==> config.mk <==
export PLATFORM = sky130hd
export DESIGN_NAME = egg_timer_ctrl
export DESIGN_NICKNAME = d
export VERILOG_FILES = /design/src/rtl/egg_timer_ctrl.sv
export SDC_FILE = /design/constraint.sdc
export NUM_CORES = 1
export LEC_CHECK = 0
export BUFFER_PORTS_ARGS = -buffer_cell sky130_fd_sc_hd__buf_2
export CORE_MARGIN = 2
export CORE_UTILIZATION = 30
export CTS_CLUSTER_DIAMETER = 120
export DETAILED_ROUTE_END_ITERATION = 8
export GPL_TIMING_DRIVEN = 0
export SKIP_LAST_GASP = 1
export SLEW_MARGIN = 20
export SYNTH_ARGS = -nofsm -noshare
export SYNTH_HDL_FRONTEND = slang
export SYNTH_SLANG_ARGS = --single-unit
==> constraint.sdc <==
create_clock -name clk -period 7.3 [get_ports clk]
set_input_delay 1.46 -clock clk [delete_from_list [all_inputs] [get_ports clk]]
set_output_delay 1.46 -clock clk [all_outputs]
set_load 0.1 [all_outputs]
==> src/rtl/egg_timer_ctrl.sv <==
// egg_timer_ctrl: sequencing controller for the 4-digit BCD mm:ss egg-timer countdown datapath.
// Build option: define ALARM_BLINK_EN to make the alarm blink at the tick rate instead of a steady level.
module egg_timer_ctrl #(
  parameter int TICK_DIV     = 50_000_000,
  parameter int ALARM_CYCLES = 500_000_000
) (
  input  logic        clk,
  input  logic        reset,
  input  logic        load,
  input  logic        start,
  input  logic        stop,
  input  logic [15:0] timeIn,
  output logic        wrtEn,
  output logic        decEn,
  output logic        running,
  output logic        alarm,
  output logic [2:0]  state
);

  typedef enum logic [2:0] {
    S_IDLE  = 3'd0,
    S_RUN   = 3'd1,
    S_PAUSE = 3'd2,
    S_ALARM = 3'd3
  } state_e;

  localparam int CW = $clog2(TICK_DIV);
  // A one-cycle alarm still needs a 1-bit counter to keep the vector legal.
  localparam int AW = (ALARM_CYCLES > 1) ? $clog2(ALARM_CYCLES) : 1;
  localparam logic [CW-1:0] CNT_MAX  = CW'(TICK_DIV - 1);
  localparam logic [CW-1:0] CNT_ZERO = CW'(0);
  localparam logic [CW-1:0] CNT_INC  = CW'(1);
  localparam logic [AW-1:0] ACNT_MAX  = AW'(ALARM_CYCLES - 1);
  localparam logic [AW-1:0] ACNT_ZERO = AW'(0);
  localparam logic [AW-1:0] ACNT_INC  = AW'(1);

  state_e        state_q, state_d;
  logic [CW-1:0] cnt_q, cnt_d;
  logic [AW-1:0] acnt_q, acnt_d;
  logic          running_q;
  logic          alarm_q, alarm_d;
  logic          time_zero_s;
  logic          tick_s;

  assign time_zero_s = (timeIn == 16'h0000);
  assign tick_s      = (cnt_q == CNT_MAX);

  // Next-state, counter updates and the two combinational datapath strobes.
  always_comb begin
    state_d = state_q;
    cnt_d   = cnt_q;
    acnt_d  = acnt_q;
    wrtEn   = 1'b0;
    decEn   = 1'b0;
    if (reset) begin
      state_d = S_IDLE;
      cnt_d   = CNT_ZERO;
      acnt_d  = ACNT_ZERO;
    end else begin
      case (state_q)
        S_IDLE: begin
          if (stop) begin
            state_d = S_IDLE;
          end else if (load) begin
            wrtEn = 1'b1;
          end else if (start && !time_zero_s) begin
            state_d = S_RUN;
            cnt_d   = CNT_ZERO;
          end else begin
            state_d = S_IDLE;
          end
        end
        S_RUN: begin
          // Never decrement a zero value: the datapath must not underflow.
          decEn = tick_s && !time_zero_s;
          if (time_zero_s) begin
            state_d = S_ALARM;
            acnt_d  = ACNT_ZERO;
          end else if (stop) begin
            state_d = S_PAUSE;
          end else if (tick_s) begin
            cnt_d = CNT_ZERO;
          end else begin
            cnt_d = cnt_q + CNT_INC;
          end
        end
        S_PAUSE: begin
          if (stop) begin
            state_d = S_IDLE;
            cnt_d   = CNT_ZERO;
          end else if (load) begin
            wrtEn   = 1'b1;
            state_d = S_IDLE;
            cnt_d   = CNT_ZERO;
          end else if (start && !time_zero_s) begin
            state_d = S_RUN;
          end else begin
            state_d = S_PAUSE;
          end
        end
        S_ALARM: begin
          if (stop) begin
            state_d = S_IDLE;
            acnt_d  = ACNT_ZERO;
          end else if (load) begin
            wrtEn   = 1'b1;
            state_d = S_IDLE;
            acnt_d  = ACNT_ZERO;
          end else if (acnt_q == ACNT_MAX) begin
            state_d = S_IDLE;
            acnt_d  = ACNT_ZERO;
          end else begin
            acnt_d = acnt_q + ACNT_INC;
          end
        end
        default: begin
          state_d = S_IDLE;
          cnt_d   = CNT_ZERO;
          acnt_d  = ACNT_ZERO;
        end
      endcase
    end
  end

`ifdef ALARM_BLINK_EN
  localparam logic [CW-1:0] BLINK_HALF = CW'(TICK_DIV / 2);
  logic [CW-1:0] blink_q, blink_d;

  // Phase within the current tick period; tracks alarm counter mod TICK_DIV.
  always_comb begin
    blink_d = CNT_ZERO;
    if ((state_d == S_ALARM) && (state_q == S_ALARM)) begin
      blink_d = (blink_q == CNT_MAX) ? CNT_ZERO : (blink_q + CNT_INC);
    end else begin
      blink_d = CNT_ZERO;
    end
  end

  assign alarm_d = (state_d == S_ALARM) && (blink_d < BLINK_HALF);
`else
  assign alarm_d = (state_d == S_ALARM);
`endif

  // State, counters and registered outputs.
  always_ff @(posedge clk) begin
    if (reset) begin
      state_q   <= S_IDLE;
      cnt_q     <= CNT_ZERO;
      acnt_q    <= ACNT_ZERO;
      running_q <= 1'b0;
      alarm_q   <= 1'b0;
`ifdef ALARM_BLINK_EN
      blink_q   <= CNT_ZERO;
`endif
    end else begin
      state_q   <= state_d;
      cnt_q     <= cnt_d;
      acnt_q    <= acnt_d;
      running_q <= (state_d == S_RUN);
      alarm_q   <= alarm_d;
`ifdef ALARM_BLINK_EN
      blink_q   <= blink_d;
`endif
    end
  end

  assign state   = state_q;
  assign running = running_q;
  assign alarm   = alarm_q;

endmodule

# Word level (Yosys, flattened, before mapping)
# Cells that the tools add are included.
# word_totals
reg_bits	60
elab_cells	65
inputBits	21
# op_classes
addsub	2
mux	33
n_eq_ne	14
n_bitwise	2
n_reduce_logical	9
# op_table
cell	n
26-bit two-way mux	8
29-bit two-way mux	4
26-bit one-hot mux with 4 select lines	1
29-bit one-hot mux with 3 select lines	1
29-bit by 1-bit adder with 29-bit output, second input constant	1
29-bit equality test, second input constant	1
26-bit by 1-bit adder with 26-bit output, second input constant	1
26-bit equality test, second input constant	1
3-bit two-way mux	8
16-bit logical NOT	1
2-bit != test, second input constant	6
3-bit one-hot mux with 4 select lines	1
3-bit by 2-bit equality test with 1-bit output, second input constant	3
1-bit two-way mux	7
7-bit AND reduction	1
3-bit by 1-bit equality test with 1-bit output, second input constant	2
2-bit two-way mux	3
3-bit logical NOT	1
3-bit != test, second input constant	1
3-bit OR reduction	1
1-bit logical AND	2
1-bit NOT	2
2-bit AND reduction	1
2-bit OR reduction	1
1-bit logical NOT	1

# Logic depth before layout (Yosys ltp)
# depth
ltp_word	9
mapped_depth	8
mapped_depth_nobuf	6

# Worst setup path after synthesis
# No wires, ideal clock.
# synth_path
path_type	input -> output
from	input port reset
to	output port wrtEn
arrival_ps	4579
setup_slack_ps	1261
required_ps	5840
cell_stages	2
path_cell_list	clkbuf_1 > nor4bb_1
# synth_between
elab_chain_cells	1
# synth_rtl
element	line	source
start, declared	8	input logic reset,
1-bit two-way mux	55	if (reset) begin
end, declared	13	output logic wrtEn,
# Every way passes these cells.

# Worst setup path after layout
# layout_path
from	register cnt_q[0]
to	output port decEn
# layout_between
elab_chain_cells	4
# layout_rtl
element	line	source
start, declared	38	logic [CW-1:0] cnt_q, cnt_d;
start signal, assigned	157	cnt_q <= cnt_d;
26-bit equality test	46	assign tick_s = (cnt_q == CNT_MAX);
1-bit logical AND	75	decEn = tick_s && !time_zero_s;
1-bit two-way mux	60	case (state_q)
1-bit two-way mux	55	
end, declared	14	output logic decEn,
# Every way passes these cells.

==> flow_metrics.tcl <==
set metrics [dict create \
    route.detailed.drc 0 \
    final_nets 473 \
    cts_max_level 3 \
    crit_chain "ha_1, and3_1, nand3_1, or4_1, clkbuf_1, clkbuf_1, nor3_1, buf_2" \
    timing.slew.headroom_pct 36.4 \
    antenna_found_initial 0 \
    maxCapViolCount 0 \
    ir_drop_uv 125 \
    dieHeight_microns 110 \
    top_usage_layer "met2" \
    hpwl_mm 6.38 \
    utilization_pct 35.8 \
    hold_class "reg -> reg" \
    final_common_cell "dfxtp_1" \
    power_uw 696 \
    hold_violations 0 \
    synth-edff-count 0 \
    worst_clock_skew_ps 9.84 \
    arrival_ps 3320 \
    ys_async_sr_fraction_pct 0 \
    synth.area.top_cells "dfxtp_1 36%, a31oi_1 6.1%, xnor2_1 6.0%" \
    grtUsageMet2_pct 26.1 \
    start_kind "register" \
    setup_total_negative_slack_ps 0 \
    rrSetupSlack_ps 4630 \
    grt_pass1_wl_mm 15.4 \
    drtPass1Iterations 5 \
    min_period_ps 4780 \
    setup_slack_ps 2520 \
    fmax_mhz 209 \
    critPathSlowestCell "or4_1" \
    setup.worst_path.class "reg -> out" \
    grt_pass1_vias 3226 \
    end_kind "primary output" \
    synth_area_sq_um 3380 \
    yosysSeqAreaShare_pct 35.6 \
    max_stage_delay_ps 550 \
    numClockSinks 60 \
    p_per_area_nw_per_um2 178 \
    wire_per_inst_microns 15.2 \
    grt_usage_pct 16.1 \
    status "completed" \
    avgSynthCellArea_sq_um 8.19 \
    portBuffers 27 \
    drive_gt1_share_pct 14.7 \
    clockBufferDepth 2 \
    routed_wl_mm 9.03 \
    whs_ps 463 \
    synth_nets 435 \
    setup_viol 0 \
    dr.first_iter.drc_count 181 \
    netlist.area_leader.share_pct 35.6 \
    io-pin-count 28 \
    globalRoute.totalOverflow 0 \
    ys_warn_count 0 \
    diodes 0 \
    use_met3_pct 4.12 \
    clk_pin_slew_worst_paths_ps 70 \
    cts_root_buf "clkbuf_8" \
    period_share_pct 65.5 \
    grt_max_degree 12 \
    gp_congestion 0.899 \
    cts_hold_buf 0 \
    yosys.cell_types.count 47 \
    layout_common_cells "60 x dfxtp_1, 39 x nor2_1, 33 x a31oi_1, 30 x nand2_1, 27 x buf_2" \
    worstPathMaxFanout 10 \
    ys_seq_elements 60 \
    leakage_uw 0.00113 \
    cts_resized 0 \
    rsz0062_at_grt "no" \
    fp.dieW_microns 110 \
    cp_common_cell "clkbuf_1" \
    clk_latency_ps 350 \
    drv_slew 0 \
    via_per_inst 5.60 \
    cts_buffers 9 \
    num_rows 38 \
    postCtsSetupBuffers 0 \
    post-place-ws_ps 2900 \
    start_util_pct 31.0 \
    fillers 1148 \
    postSynthCellCount 412 \
    synth_largest_area_cell "dfxtp_1" \
    tightest_slew_ps 948 \
    area_growth_pct 15.6 \
    cts_tree "yes" \
    synth_ff_type "dfxtp_1" \
    grtUsageMet1_pct 20.1 \
    core_sq_um 10900 \
    worstPathRequired_ps 5840 \
    dieArea_sq_um 12100 \
    antenna_left 0 \
    via_count 3334 \
]
[worst paths after layout]
path | end | depth (start not counted) | from
max | decEn | 8 | cnt_q[0]
min | cnt_q[25] | 1 | cnt_q[25]
max reg2reg | cnt_q[25] | 8 | cnt_q[0]
min reg2reg | cnt_q[25] | 1 | cnt_q[25]
[kinds of logic after synthesis]
family / count (synthesis) / share of synthesized area [%]
DFF: 60 / 35.6
muxes: 5 / 1.48
xor gates and xnor gates: 24 / 6.23
buffers and inverters: 31 / 3.89
and+or+nand+nor: 215 / 37.2
other: 1 / 0.111
AOI/OAI and AO/OA: 74 / 14.8
adders and majority gates: 2 / 0.741
[per-layer routing]
metal  part of all wire (%)  wire length, microns  vias up
met1                     46                  4150     1584
met3                    4.1                   369       19
li1                       -                     -     1650
met5                      0                     0        -
met2                     48                  4320       81
met4                    2.1                   191        0
[report_power, final]
part           total (uW)  switching, uW  internal [uW]
clock                 330            138            192
sequential            329          0.762            328
combinational        37.9           25.8           12.1
[stage by stage]
stage	instance area (sq um)	cells
after floorplan	3380	412
after global placement	3690	579
after detailed placement	3690	579
after CTS	3900	595
after global routing	3900	595
final	3900	595
[cell usage after synthesis (5+ instances only)]
| cell | number |
|---|---|
| or3b_2 | 9 |
| mux2i_1 | 5 |
| a31oi_1 | 33 |
| or4_1 | 9 |
| inv_1 | 7 |
| and3_1 | 8 |
| o21ai_0 | 10 |
| nor2_1 | 39 |
| nand2_1 | 30 |
| dfxtp_1 | 60 |
| xnor2_1 | 23 |
| clkbuf_1 | 22 |
| nor3_1 | 14 |
| nor4_1 | 19 |
| and4_1 | 8 |
| nand4_1 | 24 |
| nand3_1 | 20 |
| a21oi_1 | 13 |
[final cells by class]
type | count | area [sq um] | area share (%)
Timing Repair Buffer | 27 | 135 | 3.46
Sequential cell | 60 | 1200 | 30.8
Tap cell | 140 | 175 | 4.49
Clock inverter | 6 | 88.8 | 2.28
Buffer | 24 | 105 | 2.69
Clock buffer | 10 | 128 | 3.27
Multi-Input combinational cell | 321 | 2040 | 52.4
Inverter | 7 | 26.3 | 0.673
[worst max-delay path, delay by kind of cell (launching register included)]
kind                     cells  cell delay (ps)
AND/OR/NAND/NOR              4             1290
buffers and inverters        3             1070
flip-flops                   1              390
adder cells (fa/ha/maj)      1              230
[state kept, by name, indices dropped and copies added (netlist names)]
register / cells
cnt_q: 26
acnt_q: 29
running: 1
alarm: 1
state: 3
Note: power is estimated with default switching activity, not from simulation.
